### src/rtl/debug_unit.sv
// Board-side debug front end: debounced step/inc/dec buttons, single-step or
// continuous run control, browse address counter and 7-seg/LED view muxing.

module debug_unit_db #(
  parameter int DB_CYCLES = 4
) (
  input  logic clk,
  input  logic rst_n,
  input  logic raw,
  output logic level
);
  localparam int CW = (DB_CYCLES > 1) ? $clog2(DB_CYCLES) : 1;

  logic [1:0]    sync;
  logic [CW-1:0] cnt;

  // cnt counts consecutive synced samples that disagree with the accepted level
  always_ff @(posedge clk or negedge rst_n) begin
    if (!rst_n) begin
      sync  <= '0;
      cnt   <= '0;
      level <= 1'b0;
    end else begin
      sync <= {sync[0], raw};
      if (sync[1] == level) begin
        cnt <= '0;
      end else if (cnt == CW'(DB_CYCLES - 1)) begin
        level <= sync[1];
        cnt   <= '0;
      end else begin
        cnt <= cnt + CW'(1);
      end
    end
  end
endmodule

module debug_unit #(
  parameter int WIDTH     = 32,
  parameter int ADDR_W    = 8,
  parameter int DB_CYCLES = 4
) (
  input  logic                 clk,
  input  logic                 rst_n,
  input  logic                 succ,
  input  logic                 step,
  input  logic                 inc,
  input  logic                 dec,
  input  logic [2:0]           sel,
  input  logic                 m_rf,
  input  logic [7*WIDTH+11:0]  status,
  input  logic [WIDTH-1:0]     m_data,
  input  logic [WIDTH-1:0]     rf_data,
  output logic                 run,
  output logic [ADDR_W-1:0]    m_rf_addr,
  output logic [11:0]          led,
  output logic [WIDTH-1:0]     seg_data
);
  localparam int NUM_BTN = 3;  // bit 0 step, bit 1 inc, bit 2 dec

  typedef enum logic [1:0] {IDLE, PULSE, HOLD} state_t;

  state_t              state;
  logic [1:0]          succ_sync;
  logic                succ_s;
  logic                succ_q;
  logic [NUM_BTN-1:0]  btn_raw;
  logic [NUM_BTN-1:0]  btn_level;
  logic [NUM_BTN-1:0]  btn_level_q;
  logic [NUM_BTN-1:0]  btn_pulse;
  logic                step_level;
  logic                step_pulse;
  logic                inc_pulse;
  logic                dec_pulse;
  logic [2:0]          word_idx;
  logic [11:0]         ctrl;

  assign btn_raw = {dec, inc, step};

  for (genvar i = 0; i < NUM_BTN; i++) begin : g_btn
    debug_unit_db #(.DB_CYCLES(DB_CYCLES)) u_db (
      .clk   (clk),
      .rst_n (rst_n),
      .raw   (btn_raw[i]),
      .level (btn_level[i])
    );
  end

  assign btn_pulse  = btn_level & ~btn_level_q;
  assign step_level = btn_level[0];
  assign step_pulse = btn_pulse[0];
  assign inc_pulse  = btn_pulse[1];
  assign dec_pulse  = btn_pulse[2];
  assign succ_s     = succ_sync[1];

  // sel 1..7 selects pc_in..m_rd, which sit at word 6..0 of status
  assign word_idx = 3'd7 - sel;
  assign ctrl     = status[7*WIDTH +: 12];

  always_ff @(posedge clk or negedge rst_n) begin
    if (!rst_n) begin
      succ_sync   <= '0;
      succ_q      <= 1'b0;
      btn_level_q <= '0;
    end else begin
      succ_sync   <= {succ_sync[0], succ};
      succ_q      <= succ_s;
      btn_level_q <= btn_level;
    end
  end

  // The cycle succ_s drops is treated like continuous mode for state tracking,
  // so a step press landing on it is swallowed (parked in HOLD until release).
  always_ff @(posedge clk or negedge rst_n) begin
    if (!rst_n) begin
      state <= IDLE;
      run   <= 1'b0;
    end else if (succ_s) begin
      run   <= 1'b1;
      state <= step_level ? HOLD : IDLE;
    end else if (succ_q) begin
      run   <= 1'b0;
      state <= step_level ? HOLD : IDLE;
    end else begin
      case (state)
        IDLE: begin
          run <= step_pulse;
          if (step_pulse) state <= PULSE;
        end
        PULSE: begin
          run   <= 1'b0;
          state <= HOLD;
        end
        HOLD: begin
          run <= 1'b0;
          if (!step_level) state <= IDLE;
        end
        default: begin
          run   <= 1'b0;
          state <= IDLE;
        end
      endcase
    end
  end

  always_ff @(posedge clk or negedge rst_n) begin
    if (!rst_n) begin
      m_rf_addr <= '0;
    end else if (sel == 3'd0 && (inc_pulse ^ dec_pulse)) begin
      m_rf_addr <= inc_pulse ? m_rf_addr + ADDR_W'(1) : m_rf_addr - ADDR_W'(1);
    end
  end

  always_ff @(posedge clk or negedge rst_n) begin
    if (!rst_n) begin
      led      <= '0;
      seg_data <= '0;
    end else if (sel == 3'd0) begin
      led      <= 12'(m_rf_addr);
      seg_data <= m_rf ? m_data : rf_data;
    end else begin
      led      <= ctrl;
      seg_data <= status[WIDTH*word_idx +: WIDTH];
    end
  end
endmodule

### config.mk
export PLATFORM = sky130hd
export DESIGN_NAME = debug_unit
export DESIGN_NICKNAME = d
export VERILOG_FILES = /design/src/rtl/debug_unit.sv
export SDC_FILE = /design/constraint.sdc
export NUM_CORES = 1
export LEC_CHECK = 0
export CAP_MARGIN = 20
export CORE_AREA = 2 2 141 143
export DETAILED_ROUTE_END_ITERATION = 7
export DIE_AREA = 0 0 143 145
export SKIP_LAST_GASP = 1
export SLEW_MARGIN = 30
export SYNTH_ARGS = -nofsm -noshare
export SYNTH_HDL_FRONTEND = slang
export SYNTH_SLANG_ARGS = --single-unit
### constraint.sdc
create_clock -name clk -period 3.7 [get_ports clk]
set_input_delay 0.74 -clock clk [delete_from_list [all_inputs] [get_ports clk]]
set_output_delay 0.74 -clock clk [all_outputs]
set_load 0.02 [all_outputs]
==> flow_metrics.tcl, run 1 <==
set metrics [dict create \
    ys_seq_area_share_pct 38.0 \
    tightest_slew_ns 0.716 \
    cp_max_fo 10 \
    worstSetupPathType "flip-flop to flip-flop" \
    dp.cells 926 \
    post_cts_buffers 0 \
    post-route-period-util_pct 66.6 \
    synth-edff-count 0 \
    ctsHoldBuffers 0 \
    drt_iter0_drc 114 \
    hp-class "flip-flop to flip-flop" \
    die_area_um2 20700 \
    fin_crit_ns 2.47 \
    crit_chain "nand2b_1, ha_1, a211oi_1, nor3_1, or3b_2, a21oi_1, xor2_1" \
    grt_pass1_wl_mm 29.4 \
    rows 51 \
    io_buffers 362 \
    clock_skew_ns 0.00567 \
    via_per_inst 4.67 \
    rsz0062_at_grt "no" \
    ant_nets 0 \
    syn-instance-count 315 \
    ys_top_cells_by_count "dfrtp_1, mux4_2, mux2_2" \
    grt_usage_pct 19.4 \
    antenna_found_initial 1 \
    cpLargestDelayFamily "simple AND/OR/NAND/NOR gates" \
    root_buffer "clkbuf_16" \
    leakage_nw 3.58 \
    async_flop_share_pct 100 \
    max_freq_ghz 0.406 \
    p_per_area_nw_per_um2 393 \
    outcome "finished, final reports clean" \
    ctsLongestPathBuffers 2 \
    fin_hold_ws_ns 0.348 \
    ys.flop_type "dfrtp_1" \
    total_power_mw 3.60 \
    ir_drop_mv 0.228 \
    finalSetupViolations 0 \
    gp_congestion 0.881 \
    final_nets 992 \
    critPathArrivalTime_ns 2.74 \
    drive_gt1_share_pct 25.4 \
    wl_per_cell_um 20.9 \
    vias 4401 \
    grt_overflow 0 \
    yosysMostFrequentCell "dfrtp_1" \
    initial_utilization_pct 26.1 \
    whs_path_depth 0 \
    yosys.area.top_type "dfrtp_1" \
    path_buf_inv 0 \
    totalNegativeSetupSlack_ns 0 \
    crit_slowest_cell "or3b_2" \
    cts_buffers 9 \
    h-tree-depth 3 \
    crit_start "g_btn[1].u_db.level$_DFFE_PN0P_" \
    path_clk_slew_ns 0.06 \
    relSlewSlack_pct 52.3 \
    grt_max_degree 77 \
    fp.dieW_um 143 \
    routed_wl_mm 19.7 \
    end_kind "flip-flop" \
    tritoncts "yes" \
    ys_seq_elements 76 \
    ioPinCount 363 \
    coreArea_um2 19200 \
    die_h_um 145 \
    dp_hpwl_mm 16.5 \
    cap_violations 0 \
    drv_slew 0 \
    syn_nets 635 \
    synthesis.area_um2 5010 \
    r2r-start "g_btn[1].u_db.level$_DFFE_PN0P_" \
    max_stage_delay_ns 0.46 \
    clock-sinks 76 \
    syn2layout_area_growth_pct 83.3 \
    cts_resized 0 \
    post-place-ws_ns 0.979 \
    finalNonFillerCells 943 \
    synth_area_per_cell_um2 15.9 \
    yosysUniqueCellTypes 29 \
    crit_required_ns 3.97 \
    ys_top_cells_by_area "dfrtp_1, mux4_2, mux2_2" \
    drc 0 \
    ff2ff_path_depth 7 \
    min_from "succ_sync[0]$_DFF_PN0_" \
    crit_cells 7 \
    hold_viol 0 \
    first_pass_iters 4 \
    critPathLaunchType "flip-flop" \
    setup_slack_ns 1.23 \
    clk_latency_ns 0.34 \
    ys_warn_count 0 \
    grt_pass1_vias 4956 \
    synth_top_area_share_pct 38.0 \
]
-- metrics by stage --
stage / area (µm²) / util, %
finish: 9180 / 47.8
floorplan: 5010 / -
global route: 9180 / 47.8
CTS: 9180 / 47.8
detailed placement: 8870 / 46.2
global placement: 8870 / 46.2
-- worst register-to-register path, cell delays in order, from the launching register on --
cell,delay [ns]
dfrtp_1,0.42
nand2b_1,0.34
ha_1,0.33
a211oi_1,0.32
nor3_1,0.12
or3b_2,0.46
a21oi_1,0.25
xor2_1,0.16
-- flip-flops by register name, indices dropped and copies added (netlist names) --
signal	cells
succ_q	1
m_rf_addr	8
g_btn.u_db.cnt	6
state	2
g_btn.u_db.level	3
run	1
led	12
btn_level_q	3
seg_data	32
g_btn.u_db.sync	6
succ_sync	2
-- layout by cell type, fill, tap and decap left out, drive strengths merged, types with 2 or more instances in the layout --
cell type	instances
nand2	7
buf	13
clkdlybuf4s50	357
clkinv	2
o21bai	3
xor2	5
clkinvlp	2
mux2	76
ha	9
xnor2	6
nor2b	8
a211oi	3
a21o	2
mux4	64
nor2	3
clkbuf	10
a21oi	6
inv	2
dfrtp	76
o21ai	9
nor3	6
-- where the power goes --
group | internal [mW] | leakage (nW) | switching (mW)
clock | 0.545 | 0.145 | 0.366
combinational | 0.934 | 2.53 | 0.641
sequential | 1.00 | 0.906 | 0.117
total | 2.48 | 3.58 | 1.12
-- layout make-up --
type / count / area (µm²)
clock inverter: 6 / 71.3
inverter: 1 / 3.75
multi-input combinational: 214 / 2940
clock buffer: 10 / 239
sequential: 76 / 1900
tap: 265 / 332
timing repair buffer: 370 / 3690
antenna: 1 / 2.50
fill: 1706 / 10000
-- metal layers --
| layer | up-vias | share of wire, % | global-route usage (%) |
|---|---|---|---|
| met5 | - | 0 | 0 |
| met2 | 187 | 52 | 33.5 |
| met4 | 0 | 2.7 | 6.14 |
| li1 | 1969 | - | - |
| met3 | 35 | 6.8 | 6.11 |
| met1 | 2210 | 38 | 22.6 |
-- path summary, 6_finish.rpt --
check,end,slack (ns)
worst max-delay path,m_rf_addr[7]$_DFFE_PN0P_,1.23
worst min-delay path,succ_sync[1]$_DFF_PN0_,0.35
worst max register to register,m_rf_addr[7]$_DFFE_PN0P_,1.23
worst min register to register,succ_sync[1]$_DFF_PN0_,0.35
max in group asynchronous,g_btn[1].u_db.sync[0]$_DFF_PN0_,2.79
min in group asynchronous,run$_DFF_PN0_,0.43
-- cell families after synthesis --
group / after synthesis / synth area share, %
multiplexers: 140 / 48.1
flip-flops: 76 / 38.0
buffers and inverters: 25 / 3.45
AO/OA/AOI/OAI: 25 / 3.05
XOR/XNOR: 11 / 1.92
AND/OR/NAND/NOR: 28 / 2.87
adder cells (fa/ha/maj): 10 / 2.65
Note: power is estimated with default switching activity, not from simulation.
==> run 2: changes to the inputs <==
--- a/config.mk
+++ b/config.mk
@@ -6,9 +6,9 @@
 export NUM_CORES = 1
 export LEC_CHECK = 0
 export CAP_MARGIN = 20
-export CORE_AREA = 2 2 141 143
+export CORE_AREA = 2 2 142 144
 export DETAILED_ROUTE_END_ITERATION = 7
-export DIE_AREA = 0 0 143 145
+export DIE_AREA = 0 0 144 146
 export SKIP_LAST_GASP = 1
 export SLEW_MARGIN = 30
 export SYNTH_ARGS = -nofsm -noshare
==> constraint.sdc (replaced) <==
create_clock -name clk -period 2.4 [get_ports clk]
set_input_delay 0.48 -clock clk [delete_from_list [all_inputs] [get_ports clk]]
set_output_delay 0.48 -clock clk [all_outputs]
set_load 0.02 [all_outputs]
==> flow_metrics.tcl, run 2 (synthesized netlist as in run 1, its figures left out) <==
set metrics [dict create \
    ir_drop_mv 0.325 \
    coreArea_um2 19300 \
    max_freq_ghz 0.443 \
    post_cts_buffers 0 \
    outcome "finished, final reports clean" \
    p_per_area_nw_per_um2 620 \
    post-route-period-util_pct 94.1 \
    tightest_slew_ns 0.487 \
    max_stage_delay_ns 0.48 \
    clock_skew_ns 0.00457 \
    drc 0 \
    critPathArrivalTime_ns 2.52 \
    final_common_cell "clkdlybuf4s50_1" \
    dp.cells 933 \
    worstSetupPathType "flip-flop to flip-flop" \
    reg_top3 "seg_data (32), led (12), m_rf_addr (8)" \
    crit_start "btn_level_q[1]$_DFF_PN0_" \
    tritoncts "yes" \
    antenna_found_initial 3 \
    cts_resized 0 \
    crit_chain "nand2b_2, ha_1, a211oi_1, o21ai_0, or3b_2, a21oi_1, xor2_1" \
    relSlewSlack_pct 67.3 \
    hold_viol 0 \
    grt_pass1_vias 5080 \
    root_buffer "clkbuf_16" \
    fp.dieW_um 144 \
    die_h_um 146 \
    grt_usage_pct 18.9 \
    clk_latency_ns 0.34 \
    top_register "seg_data" \
    grt_pass1_wl_mm 29.4 \
    via_per_inst 4.63 \
    first_pass_iters 4 \
    totalNegativeSetupSlack_ns 0 \
    fin_crit_ns 2.26 \
    gp_congestion 0.883 \
    wl_per_cell_um 20.7 \
    hp-class "primary input to asynchronous set/reset pin" \
    ant_nets 0 \
    ioPinCount 363 \
    finalSetupViolations 0 \
    cap_violations 0 \
    reg2reg_slack_ns 0.14 \
    crit_slowest_cell "or3b_2" \
    clock-sinks 76 \
    final_core_utilization_pct 48.0 \
    path_buf_inv 0 \
    die_area_um2 21000 \
    ctsLongestPathBuffers 2 \
    crit_required_ns 2.67 \
    vias 4407 \
    initial_utilization_pct 25.9 \
    drv_slew 0 \
    rows 51 \
    dp_hpwl_mm 17.0 \
    final_cell_mix "clkdlybuf4s50_1, dfrtp_1, mux4_2" \
    grt_max_degree 46 \
    finalNonFillerCells 951 \
    total_power_mw 5.76 \
    cts_buffers 9 \
    routed_wl_mm 19.7 \
    r2r-start "btn_level_q[1]$_DFF_PN0_" \
    rsz0062_at_grt "no" \
    leakage_nw 3.64 \
    drive_gt1_share_pct 26.3 \
    grt_overflow 0 \
    end_kind "flip-flop" \
    cp_max_fo 10 \
    io_buffers 362 \
    largest_register_ffs 32 \
    syn2layout_area_growth_pct 85.3 \
    path_clk_slew_ns 0.06 \
    h-tree-depth 3 \
    cpLargestDelayFamily "simple AND/OR/NAND/NOR gates" \
    final_nets 999 \
    critPathLaunchType "flip-flop" \
    drt_iter0_drc 143 \
    ctsHoldBuffers 0 \
]
-- run 2: stage by stage --
step / cell area [µm²] / setup slack, ns / hold WS (ns)
after CTS: 9270 / 0.0474 / 0.102
after global placement: 8940 / 0.114 / 0.336
after detailed placement: 8940 / 0.0615 / 0.335
final: 9280 / 0.143 / 0.0889
after global routing: 9280 / 0.0200 / 0.105
after floorplan: 5010 / 0.234 / 0.184
-- run 2: path summary, 6_finish.rpt --
kind,end,depth (start not counted)
min,succ_sync[1]$_DFF_PN0_,1
max in group asynchronous,seg_data[17]$_DFF_PN0_,2
min reg2reg,g_btn[2].u_db.sync[1]$_DFF_PN0_,0
max reg2reg,m_rf_addr[7]$_DFFE_PN0P_,7
min in group clk,g_btn[2].u_db.sync[1]$_DFF_PN0_,0
max,m_rf_addr[7]$_DFFE_PN0P_,7
-- run 2: power by group --
part,internal (mW),switching (mW)
Sequential,1.55,0.191
Combinational,1.48,1.03
Clock,0.948,0.559
Total,3.98,1.78
-- run 2: layout make-up --
type	instances	area (µm²)
fillers	1723	10100
well taps	265	332
flip-flops and latches	76	1900
clock inverters	6	93.8
multi-input cells	214	2940
diodes	2	5.00
repair buffers	377	3770
clock buffers	10	239
inverters	1	3.75
-- run 2: per-layer routing --
layer / global-route usage, % / vias up / wire length, µm
li1: - / 1977 / -
met4: 5.54 / 2 / 415
met5: 0 / - / 13
met3: 6.38 / 29 / 1550
met2: 33.8 / 196 / 10600
met1: 21.2 / 2203 / 7150
==> run 3: changes to the inputs <==
--- a/config.mk
+++ b/config.mk
@@ -5,6 +5,7 @@
 export SDC_FILE = /design/constraint.sdc
 export NUM_CORES = 1
 export LEC_CHECK = 0
+export ABC_CLOCK_PERIOD_IN_PS = 2400
 export CAP_MARGIN = 20
 export CORE_AREA = 2 2 142 144
 export DETAILED_ROUTE_END_ITERATION = 7
==> results of run 3 <==
Final layout, timing and power as in run 2 (identical DEF).
